## config.mk

```make
export PLATFORM = sky130hd
export DESIGN_NAME = seg7_scan_driver
export DESIGN_NICKNAME = d
export VERILOG_FILES = /design/src/rtl/seg7_scan_driver.sv
export SDC_FILE = /design/constraint.sdc
export NUM_CORES = 1
export LEC_CHECK = 0
export ABC_CLOCK_PERIOD_IN_PS = 3300
export CORE_MARGIN = 2
export CORE_UTILIZATION = 45
export CTS_CLUSTER_DIAMETER = 60
export DETAILED_ROUTE_END_ITERATION = 10
export PLACE_DENSITY = 0.75
export SETUP_SLACK_MARGIN = 0.02
export SLEW_MARGIN = 10
export SYNTH_ARGS = -nofsm -noshare
export SYNTH_HDL_FRONTEND = slang
export SYNTH_SLANG_ARGS = --single-unit
```

## constraint.sdc

```tcl
create_clock -name clk -period 3.3 [get_ports clk]
set_clock_uncertainty 0.15 [all_clocks]
set_input_delay 0.66 -clock clk [delete_from_list [all_inputs] [get_ports clk]]
set_output_delay 0.66 -clock clk [all_outputs]
set_load 0.01 [all_outputs]
```

## src/rtl/seg7_scan_driver.sv

```systemverilog
// seg7_scan_driver: time-multiplexed scan driver for a 4-digit 7-segment display.
// Takes a 28-bit frame {seg1,seg2,seg3,seg4} (active-high, bit order g..a,
// seg1 = leftmost digit) and drives shared active-low cathodes plus one
// active-low anode per digit. A new frame is double-buffered and only swapped
// in at a frame boundary, so the display never shows a torn frame.
// Each digit slot starts with a short all-anodes-off window to hide ghosting,
// and any digit can be made to blink via blink_mask.
// Optional build macro SEG7_DIM_EN adds a 3-bit brightness input driving an
// 8-step PWM on the anodes.
module seg7_scan_driver #(
  parameter int CLK_DIV      = 100000, // clk cycles per digit slot, >= 2
  parameter int BLANK_CYCLES = 16,     // blanked cycles at slot start, < CLK_DIV
  parameter int BLINK_DIV    = 128     // frames per blink-phase toggle, >= 1
) (
  input  logic        clk,
  input  logic        resetn,
  input  logic [27:0] seg_in,
  input  logic        seg_valid,
  input  logic [3:0]  blink_mask,
  input  logic        display_en,
`ifdef SEG7_DIM_EN
  input  logic [2:0]  brightness,
`endif
  output logic [3:0]  an,
  output logic [6:0]  cathode,
  output logic        frame_done
);

  localparam int DIV_W = $clog2(CLK_DIV);
  localparam int FRM_W = (BLINK_DIV > 1) ? $clog2(BLINK_DIV) : 1;

  localparam logic [DIV_W-1:0] DIV_LAST  = DIV_W'(CLK_DIV - 1);
  localparam logic [DIV_W-1:0] BLANK_END = DIV_W'(BLANK_CYCLES);
  localparam logic [FRM_W-1:0] FRM_LAST  = FRM_W'(BLINK_DIV - 1);

  logic [DIV_W-1:0] div_cnt;
  logic [1:0]       digit;      // 0 = leftmost digit (seg1, an[3])
  logic [FRM_W-1:0] frame_cnt;
  logic             blink_phase;

  logic [27:0]      shadow;
  logic [27:0]      active;
  logic             pending;

  logic             slot_end;
  logic             frame_end;

  logic [6:0]       cur_seg;
  logic [3:0]       cur_sel;
  logic             cur_blink;
  logic             anode_on;
  logic [3:0]       an_next;
  logic [6:0]       cathode_next;

  assign slot_end  = (div_cnt == DIV_LAST);
  assign frame_end = slot_end && (digit == 2'd3);

  // Slot divider and digit scan counter.
  // NOTE: sequential state uses non-blocking (<=) so every register samples
  // the pre-edge values of the others, independent of statement order.
  always_ff @(posedge clk or negedge resetn) begin
    if (!resetn) begin
      div_cnt <= '0;
      digit   <= 2'd0;
    end else if (slot_end) begin
      div_cnt <= '0;
      digit   <= digit + 2'd1;
    end else begin
      div_cnt <= div_cnt + 1'b1;
    end
  end

  // Double-buffered frame load; active only changes at a frame boundary.
  always_ff @(posedge clk or negedge resetn) begin
    if (!resetn) begin
      shadow  <= '0;
      active  <= '0;
      pending <= 1'b0;
    end else if (frame_end) begin
      // A write landing on the boundary itself goes straight to the display.
      if (seg_valid) begin
        shadow  <= seg_in;
        active  <= seg_in;
        pending <= 1'b0;
      end else if (pending) begin
        active  <= shadow;
        pending <= 1'b0;
      end
    end else if (seg_valid) begin
      shadow  <= seg_in;
      pending <= 1'b1;
    end
  end

  // Blink phase flips once every BLINK_DIV completed frames.
  always_ff @(posedge clk or negedge resetn) begin
    if (!resetn) begin
      frame_cnt   <= '0;
      blink_phase <= 1'b0;
    end else if (frame_end) begin
      if (frame_cnt == FRM_LAST) begin
        frame_cnt   <= '0;
        blink_phase <= ~blink_phase;
      end else begin
        frame_cnt <= frame_cnt + 1'b1;
      end
    end
  end

`ifdef SEG7_DIM_EN
  logic [2:0] pwm_cnt;

  // Free-running PWM counter for brightness dimming.
  always_ff @(posedge clk or negedge resetn) begin
    if (!resetn) begin
      pwm_cnt <= 3'd0;
    end else begin
      pwm_cnt <= pwm_cnt + 3'd1;
    end
  end
`endif

  // Select the current digit's segments/anode and decide whether it is lit.
  // NOTE: every output of this block gets a default first, so no path can
  // leave a signal unassigned and infer a latch.
  always_comb begin
    cur_seg   = active[27:21];
    cur_sel   = 4'b0111;
    cur_blink = blink_mask[3];
    unique case (digit)
      2'd0: begin
        cur_seg   = active[27:21];
        cur_sel   = 4'b0111;
        cur_blink = blink_mask[3];
      end
      2'd1: begin
        cur_seg   = active[20:14];
        cur_sel   = 4'b1011;
        cur_blink = blink_mask[2];
      end
      2'd2: begin
        cur_seg   = active[13:7];
        cur_sel   = 4'b1101;
        cur_blink = blink_mask[1];
      end
      2'd3: begin
        cur_seg   = active[6:0];
        cur_sel   = 4'b1110;
        cur_blink = blink_mask[0];
      end
    endcase

    anode_on = display_en
            && (div_cnt >= BLANK_END)
            && !(blink_phase && cur_blink);
`ifdef SEG7_DIM_EN
    anode_on = anode_on && (pwm_cnt <= brightness);
`endif

    an_next      = anode_on ? cur_sel : 4'b1111;
    cathode_next = ~cur_seg;
  end

  // Registered outputs: one cycle behind the counter state.
  always_ff @(posedge clk or negedge resetn) begin
    if (!resetn) begin
      an         <= 4'b1111;
      cathode    <= 7'b1111111;
      frame_done <= 1'b0;
    end else begin
      an         <= an_next;
      cathode    <= cathode_next;
      frame_done <= frame_end;
    end
  end

endmodule
```

==> metrics.txt, run 1 <==
unique cell type count in the Yosys netlist=between 40 and 50; die width=100.1 µm; power per cell area=422.2 nW/µm²; Worst EP required=3.41 ns; Static Leak=2.130 nW; fin worst setup slack=0.6891 ns; internal power=1.569 mW; Seq cells post-synth=96; TritonRoute pass-1 iters=5; global-route wire length before repair=~13 mm; Syn Inst Count=302; Setup violations, final=0; Final period util=79.12%; CTS tree=done; RR Endpoint=active[6]; crit path kind=flop to flop; async set-reset flop share out of synthesis=100.0%; DRT iter0 DRCs=129; Routed Antenna Nets=0; unrepaired setup endpoints after global routing=false; fmax=383.0 MHz; reg2reg start=div_cnt[0]; Worst Hold Class=input pin to asynchronous set/reset pin; post-route cell area=4875 µm²; DR DRC count=0; Mapped Avg Cell Area=13.75 µm²; vias in the first global route=2667; Nets=395; CTS sink count=96; I/O pin total=48; post-DR vias/cell=around 5.3; Worst VDD drop=0.0002302 V; Die Height=around 100 µm; Logic pwr share=between 6 and 7%; clock share of power=34.6%; largest net degree at the start of global routing=57; fin util=53.52%; worst-margin pin slew=0.6854 ns; sequential share of power=59.2%; switch share=23.77%; max-slew violation count=0; H-tree Lvls=3; hpwl dp=5.352 mm; number of flops mapped to enable cells by yosys=0; Wirelength per Cell=between 15 and 20 µm; CP Max Fanout=28; total gr overflow=0; fin crit period=between 2 and 3 ns; CP startpoint kind=flop; Max clock buf depth=2; Synth Warn #=0; Fillers=approximately 770; slew margin rel.=54.31%; Worst-path clk slew=0.10 ns; initial core utilization=45.60%; sequential fraction of the synthesis area=58.16%; Setup TNS=0 ns; number of buffers added on ports=47; TritonCTS buffer count=9; cells resized by post-CTS repair=0; pre-CTS WS=0.6825 ns; most common cell after layout, fill and taps aside=dfrtp_1; CP endpoint kind=flop; num rows=35; WP data arrival=2.72 ns; postcts setup bufs=0; cts hold-fix bufs=0; initial antenna violation count=0; Psw=489.2 µW; core area=9109 µm²; CTS root buf=clkbuf_8; Tot Pwr=2.058 mW; Cell Area, Placed=4693 µm²; final-report hold violation count=0; Worst R2R Setup Slack=a little under 0.7 ns; Max Cap Viol=0; routed via count=2503; most frequent cells in the layout=dfrtp_1 (85), clkdlybuf4s50_1 (46), mux2_2 (38), nand2_1 (22), mux2_4 (20); Final GP Congestion=roughly 0.82; Die Area=10020 µm²; clock insertion delay at the later pin of the skew report=roughly 0.36 ns; ant diodes=0; post-synthesis cell area=a little over 4000 µm²; syn nets=345; Area growth syn-to-layout=17.35%; layout cells sized above 1=26.89%; Post-synth top flop=dfrtp_1; final wirelength=roughly 7.6 mm; result of the run=completed; Tot GR Track Use=16.61%; worst r2r path cells=6
[critical path: stages, from the launching register on]
cell,delay [ns]
dfrtp_1,0.44
ha_1,0.32
nand4_1,0.15
or3_4,0.38
nor4b_4,0.21
buf_4,0.45
mux2_2,0.40
[synthesized netlist by cell type (2+ instances only)]
library cell  number  share of area [%]
a222oi_1           8                1.9
a31oi_1            2               0.30
a41oi_1            2               0.42
and2_1             2               0.30
and3_1             4               0.60
and4_1             2               0.42
buf_12             2               0.96
buf_6              4                1.1
clkbuf_1           4               0.36
dfrtp_1           85                 51
dfstp_2           11                7.0
ha_1               7                2.1
inv_1              8               0.72
mux2_2            38                 10
mux2_4            20                7.2
nand2_1           22                2.0
nand3_1            8               0.96
nand4_1            5               0.75
nor2_1            13                1.2
nor3_1             6               0.72
nor4_1             3               0.45
o21ai_0            9                1.1
or4_1              3               0.54
xnor2_1           11                2.3
xor2_1             7                1.5
[metrics by stage]
step	hold WS [ns]	std cells
final	0.1743	468
after global routing	0.2192	468
after CTS	0.1975	468
after detailed placement	0.2578	452
after global placement	0.2646	452
after floorplan	0.2144	302
[final cells by class]
type                            instances  area (µm²)  share of cell area [%]
Clock inverter                          6       53.80                   1.104
Sequential cell                        96        2416                   49.56
Timing Repair Buffer                   51       510.5                   10.47
Tap cell                              111       138.9                   2.849
Multi-Input combinational cell        186        1598                   32.78
Clock buffer                           10       127.6                   2.618
Inverter                                8       30.03                  0.6160
[metal layers]
layer / track usage [%] / routed length, µm / vias to the layer above
met5: 0 / 0 / -
met4: 4.742 / 111 / 0
met2: 28.69 / 3865 / 75
met3: 4.596 / 442 / 8
met1: 20.54 / 3215 / 1241
li1: - / - / 1179
[flip-flops by register name, indices dropped and copies added (netlist names)]
name and count:
blink_phase 1, shadow 28, frame_cnt 7, active 28, cathode 7, digit 2, frame_done 1, an 4
pending 1, div_cnt 17
[how the worst max path moves through the flow]
stage                from   endpoint  slack, ns  cells past startpoint
6_report       div_cnt[0]  active[6]       0.69                      6
5_1_grt        div_cnt[0]  active[6]       0.53                      6
4_1_cts        div_cnt[0]  active[6]       0.68                      6
3_5_place_dp    seg_valid  active[6]       0.68                      5
3_3_place_gp    seg_valid  active[4]       0.72                      5
2_1_floorplan  div_cnt[0]  active[0]       1.01                      8
[power by group through the flow]
stage,Combinational [mW],Clock (mW),Sequential (mW)
after floorplan,0.0537,0,1.24
after detailed placement,0.132,0,1.24
after CTS,0.132,0.734,1.22
after global placement,0.130,0,1.24
after global routing,0.142,0.789,1.22
final,0.129,0.711,1.22
[logic make-up (layout without fill, tap and decap cells)]
group	Yosys count	count (layout)	share of synthesized area, %
AND/OR/NAND/NOR	76	76	10.00
buffers and inverters	20	75	3.373
XOR/XNOR	18	18	3.795
AO/OA/AOI/OAI	26	26	4.789
flip-flops	96	96	58.16
multiplexers	59	59	17.77
adder cells (fa/ha/maj)	7	7	2.108
Power figures use the tool's default switching activity.
==> run 2: changes to the inputs <==
--- a/config.mk
+++ b/config.mk
@@ -5,7 +5,7 @@
 export SDC_FILE = /design/constraint.sdc
 export NUM_CORES = 1
 export LEC_CHECK = 0
-export ABC_CLOCK_PERIOD_IN_PS = 3300
+export ABC_CLOCK_PERIOD_IN_PS = 2450
 export CORE_MARGIN = 2
 export CORE_UTILIZATION = 45
 export CTS_CLUSTER_DIAMETER = 60
==> constraint.sdc (replaced) <==
create_clock -name clk -period 2.45 [get_ports clk]
set_clock_uncertainty 0.15 [all_clocks]
set_input_delay 0.49 -clock clk [delete_from_list [all_inputs] [get_ports clk]]
set_output_delay 0.49 -clock clk [all_outputs]
set_load 0.01 [all_outputs]
==> run 2 against run 1 <==
Register-to-register slack worse by 0.54 ns. Clock power increased by 33%. Worst setup slack lost 0.54 ns. Via count is 0.84% higher. Highest routed layer unchanged. Largest cell class unchanged. Critical path type unchanged. Final cell count up 1.5%. Die area is the same. Critical path depth unchanged. Hold slack better by 0.10 ns. Wire length fell by 0.22%. Clock-buffer cell count unchanged.
==> metrics.txt, run 2 (synthesis results as in run 1) <==
num rows=35 (unchanged); CTS tree=done; Die Height=100.1 µm (unchanged); result of the run=completed; fmax=435.2 MHz (+14%); biggest regs=active: 28 flops, shadow: 28 flops, div_cnt: 17 flops; Fillers=757 (-1.0%); layout cells sized above 1=28.02% (+1.1 points); Worst EP required=2.54 ns (-0.87 ns); core area=9109 µm² (unchanged); slew margin rel.=58.18% (+3.9 points); CP endpoint kind=flop; TritonCTS buffer count=9 (unchanged); power per cell area=557.8 nW/µm² (+32%); I/O pin total=48 (unchanged); WP data arrival=2.39 ns (-0.33 ns); DRT iter0 DRCs=100 (-22%); postcts setup bufs=0 (unchanged); Worst VDD drop=0.0002269 V (-1.4%); Worst Hold Class=flop to flop; Routed Antenna Nets=0 (unchanged); CP startpoint kind=flop; H-tree Lvls=3 (unchanged); clock insertion delay at the later pin of the skew report=0.36 ns (about the same); routed via count=2524 (+0.84%); worst-margin pin slew=0.6225 ns (-0.06291 ns); Area growth syn-to-layout=19.43%; Final GP Congestion=0.8311 (+1.9%); Wirelength per Cell=16.04 µm (-1.7%); Setup TNS=0 ns (unchanged); CP Max Fanout=28 (unchanged); Tot GR Track Use=16.67% (+0.060 points); non-filler cells, final=475 (+1.5%); hold_ws=0.2738 ns (+0.09956 ns); Tot Pwr=2.767 mW (+34%); dpl cells=458 (+1.3%); Worst-path clk slew=0.09 ns (about the same); Max Cap Viol=0 (unchanged); global-route wire length before repair=12.92 mm (-0.53%); unrepaired setup endpoints after global routing=false; GR peak layer=met2; CTS sink count=96 (unchanged); most common cell after layout, fill and taps aside=dfrtp_1; hpwl dp=5.321 mm (-0.57%); most frequent cells in the layout=dfrtp_1 (85), clkdlybuf4s50_1 (46), mux2_2 (38), nand2_1 (22), mux2_4 (20); vias in the first global route=2644 (-0.86%); pre-CTS WS=0.09002 ns (-0.5924 ns); initial core utilization=45.60% (unchanged); ant diodes=0 (unchanged); Static Leak=2.176 nW (+2.2%); max-slew violation count=0 (unchanged); grt met2 use=28.12% (-0.57 points); Setup violations, final=0 (unchanged); Die Area=10020 µm² (unchanged); fin crit period=2.298 ns (-0.3130 ns); final-report hold violation count=0 (unchanged); Cell Area, Placed=4763 µm² (+1.5%); post-route cell area=4961 µm² (+1.8%); post-DR vias/cell=5.314 (-0.65%); number of buffers added on ports=47 (unchanged); CTS root buf=clkbuf_8; Final period util=93.79% (+15 points); TritonRoute pass-1 iters=5 (unchanged); Nets=402 (+1.8%); total gr overflow=0 (unchanged); multi-input gate area in the final layout=1607 µm² (+0.55%); FF+latch area=2416 µm² (unchanged); met3 Track Usage GR=4.596% (unchanged); met1 global-route usage=21.12% (+0.59 points); crit path kind=flop to flop; Max clock buf depth=2 (unchanged); die width=100.1 µm (unchanged); DR DRC count=0 (unchanged); fin util=54.46% (+0.95 points); fin worst setup slack=0.1522 ns (-0.5370 ns); largest net degree at the start of global routing=58 (+1.8%); initial antenna violation count=0 (unchanged); final wirelength=7.617 mm (-0.22%)
## run 2: cell types whose count changed in the layout (fill, tap and decap cells not counted), sizes merged
cell         change
dlygate4sd3      +1
clkinv           -1
inv              +1
buf              +6
## run 2: path summary, 6_finish.rpt
path,end,startpoint,slack [ns],cells after the start
worst max-delay path,active[7],div_cnt[1],0.15,6
worst min-delay path,cathode[1],active[22],0.27,1
worst max register to register,active[7],div_cnt[1],0.15,6
worst min register to register,cathode[1],active[22],0.27,1
max in group asynchronous,an[0],resetn,1.15,3
min in group asynchronous,active[27],resetn,0.36,2
## run 2: timing repair
action	4_1_cts	5_1_grt
hold endpoints to repair	14	0
hold buffers	1	0
setup endpoints to repair	0	3
resized for setup	0	1
## run 2: final cells by class
type                    instances  area share (%)
clock buffers                  10           2.573
clock inverters                 6           1.034
inverters                       8          0.6053
multi-input cells             186           32.38
flip-flops and latches         96           48.70
well taps                     111           2.799
repair buffers                 58           11.90
## run 2: power breakdown
part / leakage, nW / total [mW] / internal, mW / switching (mW)
Clock: 0.0814 / 0.945 / 0.383 / 0.562
Sequential: 1.22 / 1.64 / 1.63 / 0.0106
Combinational: 0.874 / 0.181 / 0.103 / 0.0780
## run 2: worst max-delay path, cell delays in order, from the launching register on
cell and delay (ns):
dfrtp_1 0.42, ha_1 0.20, nand4_1 0.13, or3_4 0.39, nor4b_4 0.27, buf_12 0.26, mux2_2 0.36
## run 2: layer usage
| layer | share of wire, % | vias up | wire length [µm] |
|---|---|---|---|
| li1 | - | 1188 | - |
| met1 | 44 | 1260 | 3354 |
| met2 | 50 | 71 | 3799 |
| met3 | 5.4 | 5 | 410 |
| met4 | 0.68 | 0 | 52 |
| met5 | 0 | - | 0 |
